**src/rtl/spike_frame_packer_layer1_pkg.sv**
```systemverilog
// Shared constants and state encoding for the layer-1 spike frame packer.
// Frame words are 16-bit: header, ascending spike indices, tail.
package spike_frame_packer_layer1_pkg;

    localparam int IDX_W = 16;

    localparam logic [IDX_W-1:0] FRAME_HEAD = 16'hF1FA;
    localparam logic [IDX_W-1:0] FRAME_TAIL = 16'hFAF1;

    typedef enum logic [1:0] {
        IDLE,
        HEAD,
        SCAN,
        TAIL
    } pack_state_t;

endpackage

```
**src/rtl/spike_frame_packer_layer1_lowest_set_bit_enc.sv**
```systemverilog
// Combinational lowest-set-bit finder for one SCAN_W-bit chunk of the bitmap.
// Reports whether any bit is set and the position of the lowest one.
module lowest_set_bit_enc #(
    parameter int SCAN_W = 16,
    parameter int POS_W  = (SCAN_W > 1) ? $clog2(SCAN_W) : 1
) (
    input  logic [SCAN_W-1:0] bits,
    output logic              found,
    output logic [POS_W-1:0]  pos
);

    // Scan from the top down so the lowest set bit is the last assignment made.
    always_comb begin
        found = 1'b0;
        pos   = '0;
        for (int i = SCAN_W - 1; i >= 0; i--) begin
            if (bits[i]) begin
                found = 1'b1;
                pos   = POS_W'(i);
            end
        end
    end

endmodule

```
**src/rtl/spike_frame_packer_layer1.sv**
```systemverilog
// Packs one timestep's spike bitmap into a framed 16-bit index stream for the index FIFO.
// Optional macro SPIKE_FRAME_EMPTY_SKIP_EN: an all-zero bitmap emits no frame, only frame_done_o.
module spike_frame_packer_layer1
    import spike_frame_packer_layer1_pkg::*;
#(
    parameter int NUM_IN = 256,
    parameter int SCAN_W = 16
) (
    input  logic              clk,
    input  logic              rstn,
    input  logic [NUM_IN-1:0] spike_vec_i,
    input  logic              spike_valid_i,
    output logic              spike_ready_o,
    input  logic              fifo_full_i,
    output logic              fifo_w_en_o,
    output logic [IDX_W-1:0]  fifo_w_data_o,
    output logic              frame_done_o,
    output logic              busy_o
);

    localparam int CHUNKS = NUM_IN / SCAN_W;
    localparam int CW     = (CHUNKS > 1) ? $clog2(CHUNKS) : 1;
    localparam int POS_W  = (SCAN_W > 1) ? $clog2(SCAN_W) : 1;
    localparam int AW     = (NUM_IN > 1) ? $clog2(NUM_IN) : 1;

    // Indices must never alias the header word, and chunks must tile the bitmap exactly.
    if ((NUM_IN % SCAN_W) != 0 || NUM_IN > 32'hF1FA) begin : g_bad_params
        $error("spike_frame_packer_layer1: NUM_IN must be a multiple of SCAN_W and <= 0xF1FA");
    end

    pack_state_t       state, state_nxt;
    logic [NUM_IN-1:0] work, work_nxt;
    logic [CW-1:0]     c, c_nxt;
    logic              done_nxt;

    logic [SCAN_W-1:0] chunk;
    logic              found;
    logic [POS_W-1:0]  pos;
    logic [AW-1:0]     bit_sel;
    logic [IDX_W-1:0]  spike_idx;

    assign chunk     = work[AW'(int'(c) * SCAN_W) +: SCAN_W];
    assign bit_sel   = AW'(int'(c) * SCAN_W + int'(pos));
    assign spike_idx = IDX_W'(int'(c) * SCAN_W + int'(pos));

    lowest_set_bit_enc #(
        .SCAN_W (SCAN_W),
        .POS_W  (POS_W)
    ) u_lsb (
        .bits  (chunk),
        .found (found),
        .pos   (pos)
    );

    assign spike_ready_o = (state == IDLE);
    assign busy_o        = (state != IDLE);

    always_ff @(posedge clk or negedge rstn) begin
        if (!rstn) begin
            state        <= IDLE;
            work         <= '0;
            c            <= '0;
            frame_done_o <= 1'b0;
        end else begin
            state        <= state_nxt;
            work         <= work_nxt;
            c            <= c_nxt;
            frame_done_o <= done_nxt;
        end
    end

    // Write strobe is Mealy on fifo_full_i so a word is only issued when it will be taken.
    always_comb begin
        state_nxt     = state;
        work_nxt      = work;
        c_nxt         = c;
        done_nxt      = 1'b0;
        fifo_w_en_o   = 1'b0;
        fifo_w_data_o = '0;
        case (state)
            IDLE: begin
                if (spike_valid_i) begin
                    work_nxt = spike_vec_i;
                    c_nxt    = '0;
`ifdef SPIKE_FRAME_EMPTY_SKIP_EN
                    if (spike_vec_i == '0) begin
                        done_nxt = 1'b1;
                    end else begin
                        state_nxt = HEAD;
                    end
`else
                    state_nxt = HEAD;
`endif
                end
            end
            HEAD: begin
                if (!fifo_full_i) begin
                    fifo_w_en_o   = 1'b1;
                    fifo_w_data_o = FRAME_HEAD;
                    state_nxt     = SCAN;
                end
            end
            SCAN: begin
                if (found) begin
                    if (!fifo_full_i) begin
                        fifo_w_en_o       = 1'b1;
                        fifo_w_data_o     = spike_idx;
                        work_nxt[bit_sel] = 1'b0;
                    end
                end else if (c == CW'(CHUNKS - 1)) begin
                    state_nxt = TAIL;
                end else begin
                    c_nxt = c + CW'(1);
                end
            end
            TAIL: begin
                if (!fifo_full_i) begin
                    fifo_w_en_o   = 1'b1;
                    fifo_w_data_o = FRAME_TAIL;
                    done_nxt      = 1'b1;
                    state_nxt     = IDLE;
                end
            end
            default: state_nxt = IDLE;
        endcase
    end

endmodule

```
**config.mk**
```make
export PLATFORM = sky130hd
export DESIGN_NAME = spike_frame_packer_layer1
export DESIGN_NICKNAME = d
export VERILOG_FILES = /design/src/rtl/spike_frame_packer_layer1_pkg.sv /design/src/rtl/spike_frame_packer_layer1_lowest_set_bit_enc.sv /design/src/rtl/spike_frame_packer_layer1.sv
export SDC_FILE = /design/constraint.sdc
export NUM_CORES = 1
export LEC_CHECK = 0
export CAP_MARGIN = 15
export CORE_MARGIN = 2
export CORE_UTILIZATION = 50
export DETAILED_ROUTE_END_ITERATION = 10
export PLACE_DENSITY = 0.87
export REMOVE_ABC_BUFFERS = 1
export SYNTH_ARGS = -nofsm -noshare
export SYNTH_HDL_FRONTEND = slang
export SYNTH_SLANG_ARGS = --single-unit
```
**constraint.sdc**
```tcl
create_clock -name clk -period 4.9 [get_ports clk]
set_clock_uncertainty 0.05 [all_clocks]
set_input_delay 1.225 -clock clk [delete_from_list [all_inputs] [get_ports clk]]
set_output_delay 1.225 -clock clk [all_outputs]
set_load 0.05 [all_outputs]
```
==> results of run 1 <==
layout make-up:
| class | count | area (sq um) |
|---|---|---|
| Fill cell | 1262 | 5732 |
| Multi-Input combinational cell | 589 | 4479 |
| Sequential cell | 135 | 3382 |
| Timing Repair Buffer | 177 | 1857 |
| Clock buffer | 21 | 470.5 |
| Tap cell | 220 | 275.3 |
| Clock inverter | 11 | 147.6 |
| Inverter | 17 | 63.81 |
critical path: cells and delay by family, from the launching register on:
kind,cells,cell delay [ns]
AND/OR/NAND/NOR,3,0.80
flip-flops,1,0.62
multiplexers,1,0.38
AO/OA/AOI/OAI,3,0.88
buffers and inverters,2,0.39
worst paths after layout:
check                          from          endpoint  slack (ns)  depth (start not counted)
max reg2reg                    c[0]          work[89]        1.28                          8
min                        work[82]          work[82]        0.52                          2
min in group asynchronous      rstn          work[83]        0.70                          1
min reg2reg                work[82]          work[82]        0.52                          2
max in group asynchronous      rstn              c[3]        3.16                          2
max                            c[0]  fifo_w_data_o[3]        0.12                          9
sequential cells by signal, indices dropped and copies added (netlist names):
signal / flops
work: 128
c: 4
state: 2
frame_done_o: 1
kinds of logic (layout without fill, tap and decap cells):
group                      Yosys count  after routing  share of synthesized area, %
DFF                                135            135                         40.58
other                                1              1                       0.04505
AOI/OAI and AO/OA                  224            224                         18.58
and+or+nand+nor                    192            192                         11.38
adders and majority gates            8              8                         1.203
buffers and inverters               85            226                         5.937
muxes                              164            164                         22.28
through the flow:
stage | setup WS (ns) | setup TNS [ns] | utilization, % | hold slack [ns]
final | 0.1195 | 0 | 65.07 | 0.5181
after global routing | 0.02518 | 0 | 65.07 | 0.5405
after CTS | 0.1626 | 0 | 65.07 | 0.5218
after detailed placement | 0.5418 | 0 | 61.30 | 0.5100
after global placement | 0.5492 | 0 | 61.30 | 0.4981
after floorplan | -1.638 | -152.39 | - | 0.4825
per-layer routing:
metal	routed length [microns]	vias to the layer above	share of wire, %	track usage (%)
met5	0	-	0	0
met4	802	0	3.0	11.83
li1	-	3330	-	-
met3	3084	74	11	7.356
met1	10930	3777	40	43.23
met2	12230	565	45	46.20
cell usage in the layout, fill, tap and decap left out, drive strengths merged, types with 5 or more instances in the layout:
master	instances
mux2i	141
a21o	9
buf	36
dfrtp	135
and3	12
mux4	16
o21ai	31
nor3	13
nor2b	10
nand2b	6
a2111oi	6
clkinv	5
a31oi	117
nand2	43
clkdlybuf4s50	141
inv	16
mux2	7
clkbuf	21
ha	8
a21oi	10
and2	5
nand3	12
nor2	70
a311oi	9
nor3b	6
power by group through the flow:
stage / clock network, W / registers [W] / logic, W
floorplan: 0 / 0.00195 / 0.00238
global placement: 0 / 0.00205 / 0.00330
detailed placement: 0 / 0.00210 / 0.00342
CTS: 0.00134 / 0.00209 / 0.00346
global route: 0.00139 / 0.00216 / 0.00375
finish: 0.00134 / 0.00212 / 0.00352
==> summary.md, run 1 <==
| Metric | Value |
|---|---|
| Crit-path cells | `buf_12 > mux2_2 > a211oi_1 > a32oi_1 > a211oi_2 > nor2_1 > or4_1 > nand2_1 > buf_12` |
| Peak Freq | `209.2 MHz` |
| First-pass GRT wire length | `42080 microns` |
| Buffer count from post-CTS setup fixing | `0` |
| Clock Tree Buf Depth | `2` |
| Total core area | `16410 sq um` |
| Share of flip-flops with an asynchronous set or reset after synthesis | `100.0%` |
| Chip height | `133.0 microns` |
| Post-route clock period utilization | `97.56%` |
| Area of all placed cells without fillers | `10680 sq um` |
| Average cell area after synthesis | `10.29 sq um` |
| Number of vias per cell | `6.621` |
| Reg power frac | `30.4%` |
| Hold Path Class | `reg -> reg` |
| Status | `finished, final reports clean` |
| Clk_lat worst skew | `0.43 ns` |
| Cell area after synthesis | `8324 sq um` |
| Maximum vdd drop | `0.0005853 V` |
| Data arrival time of the worst path | `3.51 ns` |
| Worst slew pin tran | `0.9012 ns` |
| Warnings from Yosys | `0` |
| Power Dens Cells | `653.5 nW/um^2` |
| CP startpoint kind | `register` |
| Number of I/O port buffers | `150` |
| Cell types occupying the most area after synthesis | `sky130_fd_sc_hd__dfrtp_1 (41%), sky130_fd_sc_hd__mux2i_1 (17%), sky130_fd_sc_hd__a31oi_1 (8.8%)` |
| Share of final-layout standard cells stronger than drive strength 1 | `12.11%` |
| CP most frequent cell | `sky130_fd_sc_hd__buf_12` |
| 1st-pass router iterations | `8` |
| Nets | `1205` |
| Count of clock tree sinks | `135` |
| Clock transition at the registers of the reported paths | `0.06 ns` |
| Synth cell types | `74` |
| Deepest level of the CTS H-tree | `4` |
| DRC errors left | `0` |
| Overall via count from detail_route | `7746` |
| Post-Syn Instances | `809` |
| Switching power as a share of total power | `44.62%` |
| Internal power | `0.003863 W` |
| Antenna viol nets, final | `0` |
| Minimum clock period | `4.781 ns` |
| Most area-hungry cell type in the Yosys netlist | `sky130_fd_sc_hd__dfrtp_1` |
| Die Footprint | `17700 sq um` |
| Resized cells post-CTS | `0` |
| Main flop type after synthesis | `sky130_fd_sc_hd__dfrtp_1` |
| Capturing element type of the critical path | `output pin` |
| Total grt overflow | `0` |
| Highest net fanout along the worst path | `28` |
| TritonCTS clock tree | `built` |
| Maximum number of pins on one net before global-route repair | `103` |
| Startpoint-to-endpoint class of the critical path | `reg -> out` |
| Logic gate share of total power | `50.4%` |
| Required time of the critical path | `3.62 ns` |
| Setup repair after global routing missed its margin | `no` |
| Register area share after synthesis | `40.58%` |
| Cell total after placement | `1138` |
| Final Hold Fails | `0` |
| Antenna violations before repair | `0` |
| GRT Overall Usage | `30.74%` |
| Final count of pins violating max slew | `0` |
| Max_cap viols | `0` |
| WL per Instance | `23.12 microns` |
| Most common cell in the synthesized netlist | `sky130_fd_sc_hd__mux2i_1` |
| Placed cell area | `10060 sq um` |
| Drt first-iter violations | `1132` |
| Number of synthesized flops with an enable pin | `0` |
| Hold buffer count at cts | `0` |
| Boundary Pins | `280` |
| Synthesized flop and latch total | `135` |
| Static leakage | `4.080 nW` |
| Number of cell rows | `47` |
| TritonCTS buffer count | `17` |
| Via count of the first global-routing pass | `7656` |
| Post-detail-place hpwl | `18570 microns` |
| Share of Yosys cell area claimed by the top area cell type | `40.58%` |
| Worst stage delay on the critical path | `0.62 ns` |
| Starting utilization of the core area | `50.74%` |
| Filler-free cell count of the finished design | `1170` |
| Clock root buffer | `sky130_fd_sc_hd__clkbuf_16` |
| Final wirelength | `27050 microns` |
| Final-report setup violation count | `0` |
| Net switching component of the power | `0.003113 W` |
| Clock share of power | `19.2%` |
| Remaining max-slew budget at the tightest pin | `39.37%` |
| Diodes inserted | `0` |
| Final Total Pwr | `0.006976 W` |
| Area added between synthesis and finish | `28.24%` |
| Slowest-stage cell, CP | `sky130_fd_sc_hd__dfrtp_4` |
| DIE WIDTH | `133.0 microns` |
| Most frequent cells after synthesis | `sky130_fd_sc_hd__mux2i_1 (141), sky130_fd_sc_hd__dfrtp_1 (135), sky130_fd_sc_hd__a31oi_1 (117)` |
| Gp weighted congestion | `0.9389` |
Note: power is estimated with default switching activity, not from simulation.
==> run 2, diff against run 1 <==
--- a/config.mk
+++ b/config.mk
@@ -7,9 +7,9 @@
 export LEC_CHECK = 0
 export CAP_MARGIN = 15
 export CORE_MARGIN = 2
-export CORE_UTILIZATION = 50
+export CORE_UTILIZATION = 45
 export DETAILED_ROUTE_END_ITERATION = 10
-export PLACE_DENSITY = 0.87
+export PLACE_DENSITY = 0.79
 export REMOVE_ABC_BUFFERS = 1
 export SYNTH_ARGS = -nofsm -noshare
 export SYNTH_HDL_FRONTEND = slang
==> run 2 against run 1 <==
The flow now finishes with violations (design-rule violations). First-iteration DRC count down 20%. Non-clock buffer count is 1 lower. Cell count up 0.60%. Worst hold slack worse by 0.0048 ns. Clock power about the same. Sequential power is essentially flat. Power fell by 1.4%. Critical path type unchanged. Largest power group unchanged. Highest routed layer unchanged.
==> summary.md, run 2 (synthesis results as in run 1) <==
| Metric | Value |
|---|---|
| Boundary Pins | `280` |
| DRC errors left | `12` |
| Clock root buffer | `sky130_fd_sc_hd__clkbuf_16` |
| Number of vias per cell | `6.430` |
| Peak Freq | `209.0 MHz` |
| Antenna violations before repair | `0` |
| Maximum vdd drop | `0.0004908 V` |
| Final wirelength | `26260 microns` |
| Share of final-layout standard cells stronger than drive strength 1 | `12.13%` |
| Drt first-iter violations | `902` |
| Number of inserted filler cells in the final layout | `1492` |
| Post-route clock period utilization | `97.65%` |
| Die Footprint | `19600 sq um` |
| Hold Path Class | `reg -> reg` |
| Diodes inserted | `0` |
| Number of cell rows | `49` |
| Footprint of the flip-flops and latches | `3382 sq um` |
| Total core area | `18090 sq um` |
| GRT Overall Usage | `26.75%` |
| Biggest register | `work` |
| Buffer count from post-CTS setup fixing | `0` |
| Hold Slack | `0.5133 ns` |
| Count of clock tree sinks | `135` |
| CP startpoint kind | `register` |
| Nets | `1204` |
| Deepest level of the CTS H-tree | `4` |
| Required time of the critical path | `3.62 ns` |
| Flip-flop count of the largest register after layout | `128` |
| Worst setup margin | `0.1153 ns` |
| Area of combinational cells with multiple inputs | `4489 sq um` |
| Power Dens Cells | `645.3 nW/um^2` |
| Remaining max-slew budget at the tightest pin | `33.99%` |
| Top library cells by usage in the layout, fill and taps aside | `sky130_fd_sc_hd__mux2i_1 (141), sky130_fd_sc_hd__clkdlybuf4s50_1 (141), sky130_fd_sc_hd__dfrtp_1 (134)` |
| Number of I/O port buffers | `150` |
| Pre-CTS WS | `0.5154 ns` |
| Capturing element type of the critical path | `output pin` |
| Setup repair after global routing missed its margin | `no` |
| TritonCTS buffer count | `17` |
| Gp weighted congestion | `0.9224` |
| Clk_lat worst skew | `0.43 ns` |
| Maximum number of pins on one net before global-route repair | `86` |
| Filler-free cell count of the finished design | `1177` |
| Antenna viol nets, final | `0` |
| Worst slew pin tran | `0.9811 ns` |
| First-pass GRT wire length | `40700 microns` |
| Overall via count from detail_route | `7568` |
| Clock Tree Buf Depth | `2` |
| Starting utilization of the core area | `46.03%` |
| Startpoint-to-endpoint class of the critical path | `reg -> out` |
| Final Hold Fails | `0` |
| Cell total after placement | `1146` |
| Minimum clock period | `4.785 ns` |
| TritonCTS clock tree | `built` |
| Final-report setup violation count | `0` |
| Highest net fanout along the worst path | `23` |
| 1st-pass router iterations | `9` |
| Via count of the first global-routing pass | `7255` |
| Failing checks | `design-rule violations` |
| Clock transition at the registers of the reported paths | `0.06 ns` |
| DIE WIDTH | `140.0 microns` |
| Reg-to-reg setup timing slack | `1.11 ns` |
| Status | `finished, violations left` |
| Total grt overflow | `0` |
| Post-detail-place hpwl | `18390 microns` |
| Largest registers | `work (128), c (4), state (2)` |
| Max_cap viols | `0` |
| Final count of pins violating max slew | `0` |
| Chip height | `140.0 microns` |
| Data arrival time of the worst path | `3.51 ns` |
| WL per Instance | `22.31 microns` |
| Area added between synthesis and finish | `28.00%` |
| Static leakage | `4.064 nW` |
| Final Total Pwr | `0.006876 W` |
==> run 2: cell types whose count changed in the layout (fill, tap and decap cells not counted) <==
cell	before	now
sky130_fd_sc_hd__a211oi_2	1	0
sky130_fd_sc_hd__a211oi_4	0	1
sky130_fd_sc_hd__buf_12	14	12
sky130_fd_sc_hd__buf_6	0	1
sky130_fd_sc_hd__clkbuf_1	1	0
sky130_fd_sc_hd__clkbuf_8	3	2
sky130_fd_sc_hd__clkinv_2	2	3
sky130_fd_sc_hd__nor2_1	62	61
sky130_fd_sc_hd__nor2_2	8	9
==> run 2: per-stage QoR <==
| stage | TNS, ns | cell area, sq um | utilization (%) |
|---|---|---|---|
| floorplan | -152.39 | 7894 | - |
| global placement | 0 | 10040 | 55.49 |
| detailed placement | 0 | 10040 | 55.49 |
| CTS | 0 | 10640 | 58.84 |
| global route | 0 | 10660 | 58.91 |
| finish | 0 | 10660 | 58.91 |
==> run 2: final timing paths <==
| check | startpoint | endpoint | cells past startpoint |
|---|---|---|---|
| setup / recovery | c[0] | fifo_w_data_o[0] | 10 |
| min in group asynchronous | rstn | work[67] | 1 |
| hold / removal | work[82] | work[82] | 2 |
| setup reg to reg | c[0] | work[123] | 10 |
| hold reg to reg | work[82] | work[82] | 2 |
| max in group asynchronous | rstn | work[90] | 2 |
==> run 2: final cells by class <==
class / instances / area share [%]
Multi-Input combinational cell: 589 / 42.13
Sequential cell: 135 / 31.74
Timing Repair Buffer: 176 / 17.16
Clock buffer: 19 / 4.251
Tap cell: 229 / 2.689
Clock inverter: 12 / 1.433
Inverter: 17 / 0.5989
==> run 2: critical path, cell delays in order (launching register included) <==
cell                       delay, ns
sky130_fd_sc_hd__dfrtp_4        0.61
sky130_fd_sc_hd__buf_6          0.32
sky130_fd_sc_hd__buf_4          0.26
sky130_fd_sc_hd__mux2i_1        0.34
sky130_fd_sc_hd__a22oi_1        0.16
sky130_fd_sc_hd__a31oi_1        0.28
sky130_fd_sc_hd__o211ai_1       0.12
sky130_fd_sc_hd__o21ai_1        0.38
sky130_fd_sc_hd__a21o_1         0.26
sky130_fd_sc_hd__a21o_1         0.18
sky130_fd_sc_hd__buf_12         0.14
==> run 2: power breakdown <==
part           switching [W]  internal (W)
Combinational        0.00215       0.00132
Clock               0.000496      0.000821
Sequential          0.000420       0.00167
Total                0.00306       0.00381
==> run 2: per-layer routing <==
layer  track usage (%)  vias to the layer above  wire length (microns)
li1                  -                     3341                      -
met1             39.71                     3662                  11640
met2             38.55                      498                  11210
met3             5.812                       67                   2634
met4             9.729                        0                    784
met5                 0                        -                      0
==> run 2: repair_timing <==
action / 4_1_cts / 5_1_grt
hold buffers: 0 / 0
endpoints found under the setup margin: 0 / 8
gates resized for setup: 0 / 3
